$ cat config.mk
export PLATFORM = sky130hd
export DESIGN_NAME = svm_det_collector
export DESIGN_NICKNAME = d
export VERILOG_FILES = /design/src/rtl/svm_det_collector.sv
export SDC_FILE = /design/constraint.sdc
export NUM_CORES = 1
export LEC_CHECK = 0
export CAP_MARGIN = 5
export CORE_ASPECT_RATIO = 0.5
export CORE_MARGIN = 2
export CORE_UTILIZATION = 54
export DETAILED_ROUTE_END_ITERATION = 10
export GPL_TIMING_DRIVEN = 0
export PLACE_DENSITY = 0.79
export SLEW_MARGIN = 20
export SYNTH_ARGS = -nofsm -noshare
export SYNTH_HDL_FRONTEND = slang
export SYNTH_SLANG_ARGS = --single-unit
$ cat constraint.sdc
create_clock -name clk -period 3.83 [get_ports clk]
set_clock_uncertainty 0.05 [all_clocks]
set_input_delay 0.383 -clock clk [delete_from_list [all_inputs] [get_ports clk]]
set_output_delay 0.383 -clock clk [all_outputs]
set_load 0.005 [all_outputs]
$ cat src/rtl/svm_det_collector.sv
// svm_det_collector: threshold-filtered detection FIFO plus per-frame summary behind the HOG+SVM classifier
// Ports: classifier side i_valid/is_person/result/sw_id, storage threshold thresh;
//        host FWFT side o_valid/ready/o_sw_id/o_score/level; frame summary frame_done/frame_cnt/best_*;
//        sticky overflow with ovf_clr. rst is asynchronous active-low.
module svm_det_collector #(
  parameter int FEA_W  = 16,
  parameter int SW_W   = 11,
  parameter int N_SW   = 1200,
  parameter int DEPTH  = 16,
  parameter int ADDR_W = 4
) (
  input  logic              clk,
  input  logic              rst,
  input  logic              i_valid,
  input  logic              is_person,
  input  logic [FEA_W-1:0]  result,
  input  logic [SW_W-1:0]   sw_id,
  input  logic [FEA_W-1:0]  thresh,
  output logic              o_valid,
  input  logic              ready,
  output logic [SW_W-1:0]   o_sw_id,
  output logic [FEA_W-1:0]  o_score,
  output logic [ADDR_W:0]   level,
  output logic              frame_done,
  output logic [SW_W-1:0]   frame_cnt,
  output logic              best_valid,
  output logic [SW_W-1:0]   best_id,
  output logic [FEA_W-1:0]  best_score,
  output logic              overflow,
  input  logic              ovf_clr
);
  localparam logic [SW_W-1:0] LAST = SW_W'(N_SW - 1);
  logic [SW_W+FEA_W-1:0] mem_q [DEPTH];
  logic [ADDR_W-1:0] wr_q, rd_q;
  logic [ADDR_W:0] level_q, level_d;
  logic o_valid_q, ovf_q;
  logic accept, qual, close, pop, full, push, drop, upd;
  logic [SW_W-1:0] acc_cnt_q, acc_cnt_d, acc_bid_q, acc_bid_d;
  logic [FEA_W-1:0] acc_bs_q, acc_bs_d;
  logic acc_bv_q, acc_bv_d;
  logic fd_q, bv_q;
  logic [SW_W-1:0] fc_q, bid_q;
  logic [FEA_W-1:0] bs_q;
  assign accept = i_valid && sw_id <= LAST;
  assign qual = accept && is_person && ($signed(result) >= $signed(thresh));
  assign close = accept && sw_id == LAST;
  assign pop = o_valid_q && ready;
  assign full = level_q == (ADDR_W+1)'(DEPTH);
  // a full FIFO still takes a push when the head leaves in the same cycle
  assign push = qual && (!full || pop);
  assign drop = qual && full && !pop;
  assign level_d = level_q + (ADDR_W+1)'(push) - (ADDR_W+1)'(pop);
  always_comb begin
    acc_cnt_d = (qual && acc_cnt_q != '1) ? acc_cnt_q + SW_W'(1) : acc_cnt_q;
    // strict greater-than keeps the earlier window on a tie
    upd = accept && is_person && (!acc_bv_q || $signed(result) > $signed(acc_bs_q));
    acc_bv_d = acc_bv_q || (accept && is_person);
    acc_bid_d = upd ? sw_id : acc_bid_q;
    acc_bs_d = upd ? result : acc_bs_q;
  end
  always_ff @(posedge clk) if (push) mem_q[wr_q] <= {sw_id, result};
  always_ff @(posedge clk or negedge rst) begin
    if (!rst) begin
      wr_q <= '0;
      rd_q <= '0;
      level_q <= '0;
      o_valid_q <= 1'b0;
      ovf_q <= 1'b0;
      acc_cnt_q <= '0;
      acc_bv_q <= 1'b0;
      acc_bid_q <= '0;
      acc_bs_q <= '0;
      fd_q <= 1'b0;
      fc_q <= '0;
      bv_q <= 1'b0;
      bid_q <= '0;
      bs_q <= '0;
    end else begin
      wr_q <= wr_q + ADDR_W'(push);
      rd_q <= rd_q + ADDR_W'(pop);
      level_q <= level_d;
      o_valid_q <= level_d != '0;
      ovf_q <= drop || (ovf_q && !ovf_clr);
      fd_q <= close;
      acc_cnt_q <= close ? '0 : acc_cnt_d;
      acc_bv_q <= close ? 1'b0 : acc_bv_d;
      acc_bid_q <= close ? '0 : acc_bid_d;
      acc_bs_q <= close ? '0 : acc_bs_d;
      if (close) begin
        fc_q <= acc_cnt_d;
        bv_q <= acc_bv_d;
        bid_q <= acc_bid_d;
        bs_q <= acc_bs_d;
      end
    end
  end
  // head is forced to zero while empty so reset and drained states read as zero
  assign o_valid = o_valid_q;
  assign o_sw_id = o_valid_q ? mem_q[rd_q][FEA_W +: SW_W] : '0;
  assign o_score = o_valid_q ? mem_q[rd_q][FEA_W-1:0] : '0;
  assign level = level_q;
  assign overflow = ovf_q;
  assign frame_done = fd_q;
  assign frame_cnt = fc_q;
  assign best_valid = bv_q;
  assign best_id = bid_q;
  assign best_score = bs_q;
endmodule

Word-level counts from Yosys, hierarchy flattened
Memories as Yosys holds them, arrays and structs flattened.
Cells that the tools add are included.
Cells by class
  equal/unequal tests: 3
  magnitude comparators: 3
  add/sub/neg operators: 5
  multiplexer cells: 11
  reductions and logical operators: 20
Operators by type and width (count)
  $mux W11: 5
  $mux W16: 3
  $ge A16 B16 Y1: 1
  $gt A16 B16 Y1: 1
  $add A11 B1 Y11 const B: 1
  $eq A11 B11 Y1 const B: 1
  $le A11 B11 Y1 const B: 1
  $logic_and A1 B1 Y1: 11
  $ne A11 B11 Y1 const B: 1
  $add A4 B1 Y4: 2
  $add A5 B1 Y5: 1
  $eq A5 B5 Y1 const B: 1
  $reduce_bool A5 Y1: 1
  $sub A5 B1 Y5: 1
  $logic_not A1 Y1: 4
  $logic_or A1 B1 Y1: 4
  $mux W1: 3
Storage, ports and cells
  memories kept: 1
  bits in writable memories: 432
  output and inout port bits: 74
  logic and storage cells: 57
  flip-flop bits (word level): 94
  bits of input ports: 49
Memories
  mem_q: words 16, bits a word 27, rd ports 1, clocked after memory_dff 0, write ports 1, line 33  | logic [SW_W+FEA_W-1:0] mem_q [DEPTH];

Logic depth before layout (Yosys ltp)
  word-level depth: 8
  mapped depth: 18
  mapped depth without buffers: 16

Worst setup path before layout
Ideal clock, no wire load.
  kind: input port to flip-flop
  start: input port thresh[11]
  end: memory mem_q[0][0] (netlist bit), enable pin
  data arrival time: 4830 ps
  path buffers: 1
  setup time: 489 ps
  cell stages on the path: 10
  required time: 3291 ps
  path slack: -1539 ps
  cell sequence: inv_1 > ha_1 > nand4_2 > nor4_2 > a21bo_1 > and4_4 > buf_6 > nor2_1 > nand3_2 > nor4b_1
Between the ends
  cells in the longest elaborated chain, start to end: 5
RTL lines
  from (decl): line 18  | input logic [FEA_W-1:0] thresh,
  $ge A16 B16 Y1: line 45  | assign qual = accept && is_person && ($signed(result) >= $signed(thresh));
  $logic_and A1 B1 Y1: line 45
  $logic_and A1 B1 Y1: line 50  | assign push = qual && (!full || pop);
  $mux W1: line 61  | always_ff @(posedge clk) if (push) mem_q[wr_q] <= {sw_id, result};
  $mux W1 (implied by the code): line 61
  to (decl): line 33
No other way between the ends.

Worst setup path after layout
  start: register rd_q[1]
  end: output port o_score[12]
Between the ends
  cells in the longest elaborated chain, start to end: 2
RTL lines
  from (decl): line 34  | logic [ADDR_W-1:0] wr_q, rd_q;
  from (signal assigned): line 80  | rd_q <= rd_q + ADDR_W'(pop);
  $mem_v2 Z16 W27
  $mux W16: line 100  | assign o_score = o_valid_q ? mem_q[rd_q][FEA_W-1:0] : '0;
  to (decl): line 22  | output logic [FEA_W-1:0] o_score,
No other way between the ends.

==> impl_table.tex <==
\begin{tabular}{lr}
\hline
Metric & Value \\
\hline
\multicolumn{2}{l}{\textbf{Outcome}} \\
Outcome & completed \\
\multicolumn{2}{l}{\textbf{Global route}} \\
Largest net degree at the start of global routing & 63 \\
Total GRT Usage & 27.48\% \\
Antenna violations before repair & 1 \\
Via count of the first global-routing pass & 12610 \\
Remaining global-route overflow & 0 \\
Wire length of the first global-routing pass & 81630 µm \\
\multicolumn{2}{l}{\textbf{Job}} \\
Number of maximum-capacitance constraint violations & 0 \\
\multicolumn{2}{l}{\textbf{Die}} \\
I/O pin count & 123 \\
Core area & 0.03892 mm² \\
Floorplan row count & 51 \\
Width of the chip & 285.1 µm \\
Initial cell density of the core & 54.80\% \\
Die height & 144.5 µm \\
DIE AREA & 0.04120 mm² \\
\multicolumn{2}{l}{\textbf{Layout}} \\
Layout overhead on the synthesized area & 19.76\% \\
Most frequent cells in the layout & 432 x sky130\_fd\_sc\_hd\_\_edfxtp\_1, 135 x sky130\_fd\_sc\_hd\_\_mux4\_2, 101 x sky130\_fd\_sc\_hd\_\_clkdlybuf4s50\_1, 92 x sky130\_fd\_sc\_hd\_\_dfrtp\_1, 67 x sky130\_fd\_sc\_hd\_\_nor2\_1 \\
Non-Filler Cell Area, Final & 0.02554 mm² \\
Layout Cells excl Fill & 1939 \\
Final Core Density & 65.62\% \\
Net count of the finished layout & 1470 \\
Number of inserted filler cells in the final layout & 2485 \\
Diodes inserted & 0 \\
Ratio of cells with drive above 1 in the final layout & 24.34\% \\
Leading cell type in the layout, fill and taps excluded & sky130\_fd\_sc\_hd\_\_edfxtp\_1 \\
\multicolumn{2}{l}{\textbf{Synth}} \\
Net Count, Synth & 1244 \\
Count of mapped cells out of synthesis & 1152 \\
Flop and latch count out of synthesis & 526 \\
Synth async-reset ratio & 17.87\% \\
Post-synthesis sequential area ratio & 71.85\% \\
Post-Synth XOR/XNOR Area & 0.5338\% \\
Post-synthesis average cell area & 18.51 µm² \\
Area fraction in compound gates after synthesis & 2.528\% \\
Post-synthesis adder-cell area fraction & 2.558\% \\
Top FF cell, synth & sky130\_fd\_sc\_hd\_\_edfxtp\_1 \\
Simple-gate share of the synthesized area & 5.502\% \\
Number of synthesized flops with an enable pin & 432 \\
Synth unique cells & 55 \\
Dominant combinational cell family by area after synthesis & multiplexers \\
Synthesized area & 0.02133 mm² \\
Count of synthesis-stage warnings from yosys & 0 \\
Multiplexer fraction of the synthesized cell area & 15.15\% \\
\multicolumn{2}{l}{\textbf{Detailed routing}} \\
Met3 wirelength from detailed routing & 5532 µm \\
Remaining antenna violation count after routing & 0 \\
Initial DRC Count & 1626 \\
Vias per inst & 6.348 \\
Average wire per cell in the routed design & 28.46 µm \\
Highest routed metal layer & met4 \\
Met1 wire length & 20160 µm \\
First-pass iteration count of the detailed router & 5 \\
Total met2 wirelength after detailed routing & 27810 µm \\
Via total after detailed routing & 12310 \\
Remaining routing DRC violations & 0 \\
Post-Route WL & 55190 µm \\
\multicolumn{2}{l}{\textbf{STA}} \\
Post-route worst hold slack & 0.2519 ns \\
Maximum frequency from static timing analysis & 266.8 MHz \\
Max-slew violation total from the final report & 0 \\
Max\_slew headroom & 31.68\% \\
Final-report setup violation count & 0 \\
Final Hold Violating Endpoints & 0 \\
Setup TNS after final layout & 0 ns \\
Final WS setup & 0.08251 ns \\
Worst-margin pin slew & 1.015 ns \\
Tmin final & 3.747 ns \\
Period Utilization, post-route & 97.85\% \\
Unrepaired setup endpoints after global routing & yes \\
\multicolumn{2}{l}{\textbf{Worst setup path}} \\
WP data arrival & 3.31 ns \\
Delay of the slowest critical-path stage & 0.57 ns \\
Maximum fanout along the worst path & 11 \\
Path type of the worst setup path & reg -> out \\
Family with the most delay on the worst path & buffers and inverters \\
Reg2reg setup slack & 0.60 ns \\
Cell with the largest stage delay on the worst path & sky130\_fd\_sc\_hd\_\_dfrtp\_1 \\
Crit start category & register \\
Most used cell, CP & sky130\_fd\_sc\_hd\_\_mux4\_2 \\
Critical path, cell by cell & clkbuf\_4 > buf\_4 > mux4\_2 > mux4\_2 > and2\_1 > clkdlybuf4s50\_1 \\
Kind of end point of the critical path & output port \\
Worst endpoint required time & 3.40 ns \\
Number of buffer and inverter instances along the worst setup path & 3 \\
\multicolumn{2}{l}{\textbf{Min path}} \\
Hold WC Path Type & in -> async \\
\multicolumn{2}{l}{\textbf{Power}} \\
Maximum vdd drop & 0.3210 mV \\
Overall Power & 17.03 mW \\
Cell Pwr Density & 666.7 mW/mm² \\
Leakage component of the power & 9.073 nW \\
\multicolumn{2}{l}{\textbf{Placement}} \\
Hpwl dp & 34810 µm \\
I/O Buffers & 122 \\
Cells after DPL & 1859 \\
Cell Area, Placed & 0.02387 mm² \\
Worst setup timing slack at the placement stage & -2.157 ns \\
GPL Wtd Cong & 0.8725 \\
\multicolumn{2}{l}{\textbf{CTS}} \\
H-Tree Level Count & 2 \\
Clk buf depth & 3 \\
TritonCTS clock tree & done \\
Clock-pin transition on the worst setup and hold timing paths & 0.07 ns \\
TritonCTS Sinks & 526 \\
Cell chosen for the clock root & sky130\_fd\_sc\_hd\_\_clkbuf\_16 \\
Clock latency on the worst-skew pair & 0.58 ns \\
Cts bufs inserted & 45 \\
\hline
\end{tabular}
-- Yosys cell counts (all sizes together) (14+ instances only) --
cell      n  share of area [%]
nor3     15               0.35
buf      17               0.46
clkbuf   38               0.67
nand2    37               0.66
inv      43               0.76
and2     29               0.85
mux2i    19               0.89
edfxtp  432                 61
nor2     68                1.2
nand4    21               0.65
nand3    14               0.35
dfrtp    94                 11
mux4    135                 14
a21oi    57                1.3
ha       42                2.5
-- worst paths after layout --
kind                              start             to  depth (start not counted)
max reg2reg                     o_valid        o_valid                         12
max                             rd_q[1]    o_score[12]                          6
max in group asynchronous           rst   acc_bs_q[11]                          3
min                                 rst       overflow                          2
min in group clk             result[15]  mem_q[14][15]                          1
min reg2reg                frame_cnt[5]   frame_cnt[5]                          2
-- cell families (layout without fill, tap and decap cells) --
family | count (synthesis) | count (layout)
DFF | 526 | 526
and+or+nand+nor | 224 | 224
muxes | 154 | 154
buffers and inverters | 98 | 355
AOI/OAI and AO/OA | 94 | 94
adders and majority gates | 43 | 43
xor gates and xnor gates | 13 | 13
-- registers in the layout, indices dropped and copies added (netlist names) --
register and cells:
overflow 1, acc_bid_q 11, rd_q 4, acc_bs_q 16, best_valid 1, best_score 16, o_valid 1, acc_bv_q 1
acc_cnt_q 11, best_id 11, frame_done 1, wr_q 4, level 5, mem_q 432, frame_cnt 11
-- worst register-to-register path, cell delays in order (launching register included) --
cell                       delay, ns
sky130_fd_sc_hd__dfrtp_1        0.68
sky130_fd_sc_hd__nand2_1        0.32
sky130_fd_sc_hd__nand4_1        0.23
sky130_fd_sc_hd__nand3_4        0.17
sky130_fd_sc_hd__buf_4          0.25
sky130_fd_sc_hd__mux2i_1        0.16
sky130_fd_sc_hd__ha_1           0.24
sky130_fd_sc_hd__fa_1           0.41
sky130_fd_sc_hd__a21oi_1        0.17
sky130_fd_sc_hd__o21bai_1       0.09
sky130_fd_sc_hd__xnor2_1        0.15
sky130_fd_sc_hd__nor2_1         0.13
sky130_fd_sc_hd__nand2_1        0.07
-- power by group --
group          total, mW  switching, mW  internal (mW)
clock network       4.73           2.07           2.66
logic               5.45           2.63           2.82
registers           6.84          0.309           6.53
total               17.0           5.01           12.0
-- repair_timing --
item                                    CTS  global route
setup buffers                             1             3
resized for setup                        94            23
hold buffers                              1             0
endpoints found under the setup margin  471           154
endpoints found under the hold margin    32             0
pin swaps                                 1             5
-- cell type report --
cell class | count | area (µm²) | area share [%]
plain buffers | 52 | 300.3 | 1.176
clock buffers | 53 | 1209 | 4.732
clock inverters | 25 | 286.5 | 1.122
inverters | 43 | 161.4 | 0.6319
multi-input cells | 528 | 5826 | 22.81
flip-flops and latches | 526 | 15330 | 60.01
well taps | 530 | 663.1 | 2.596
repair buffers | 182 | 1770 | 6.931
-- per-layer routing --
metal  vias up  global-route usage (%)
li1       5028                       -
met4         0                   8.983
met5         -                       0
met2       782                   47.53
met1      6363                   35.99
met3       136                   4.858
(Power assumes the default switching activity.)
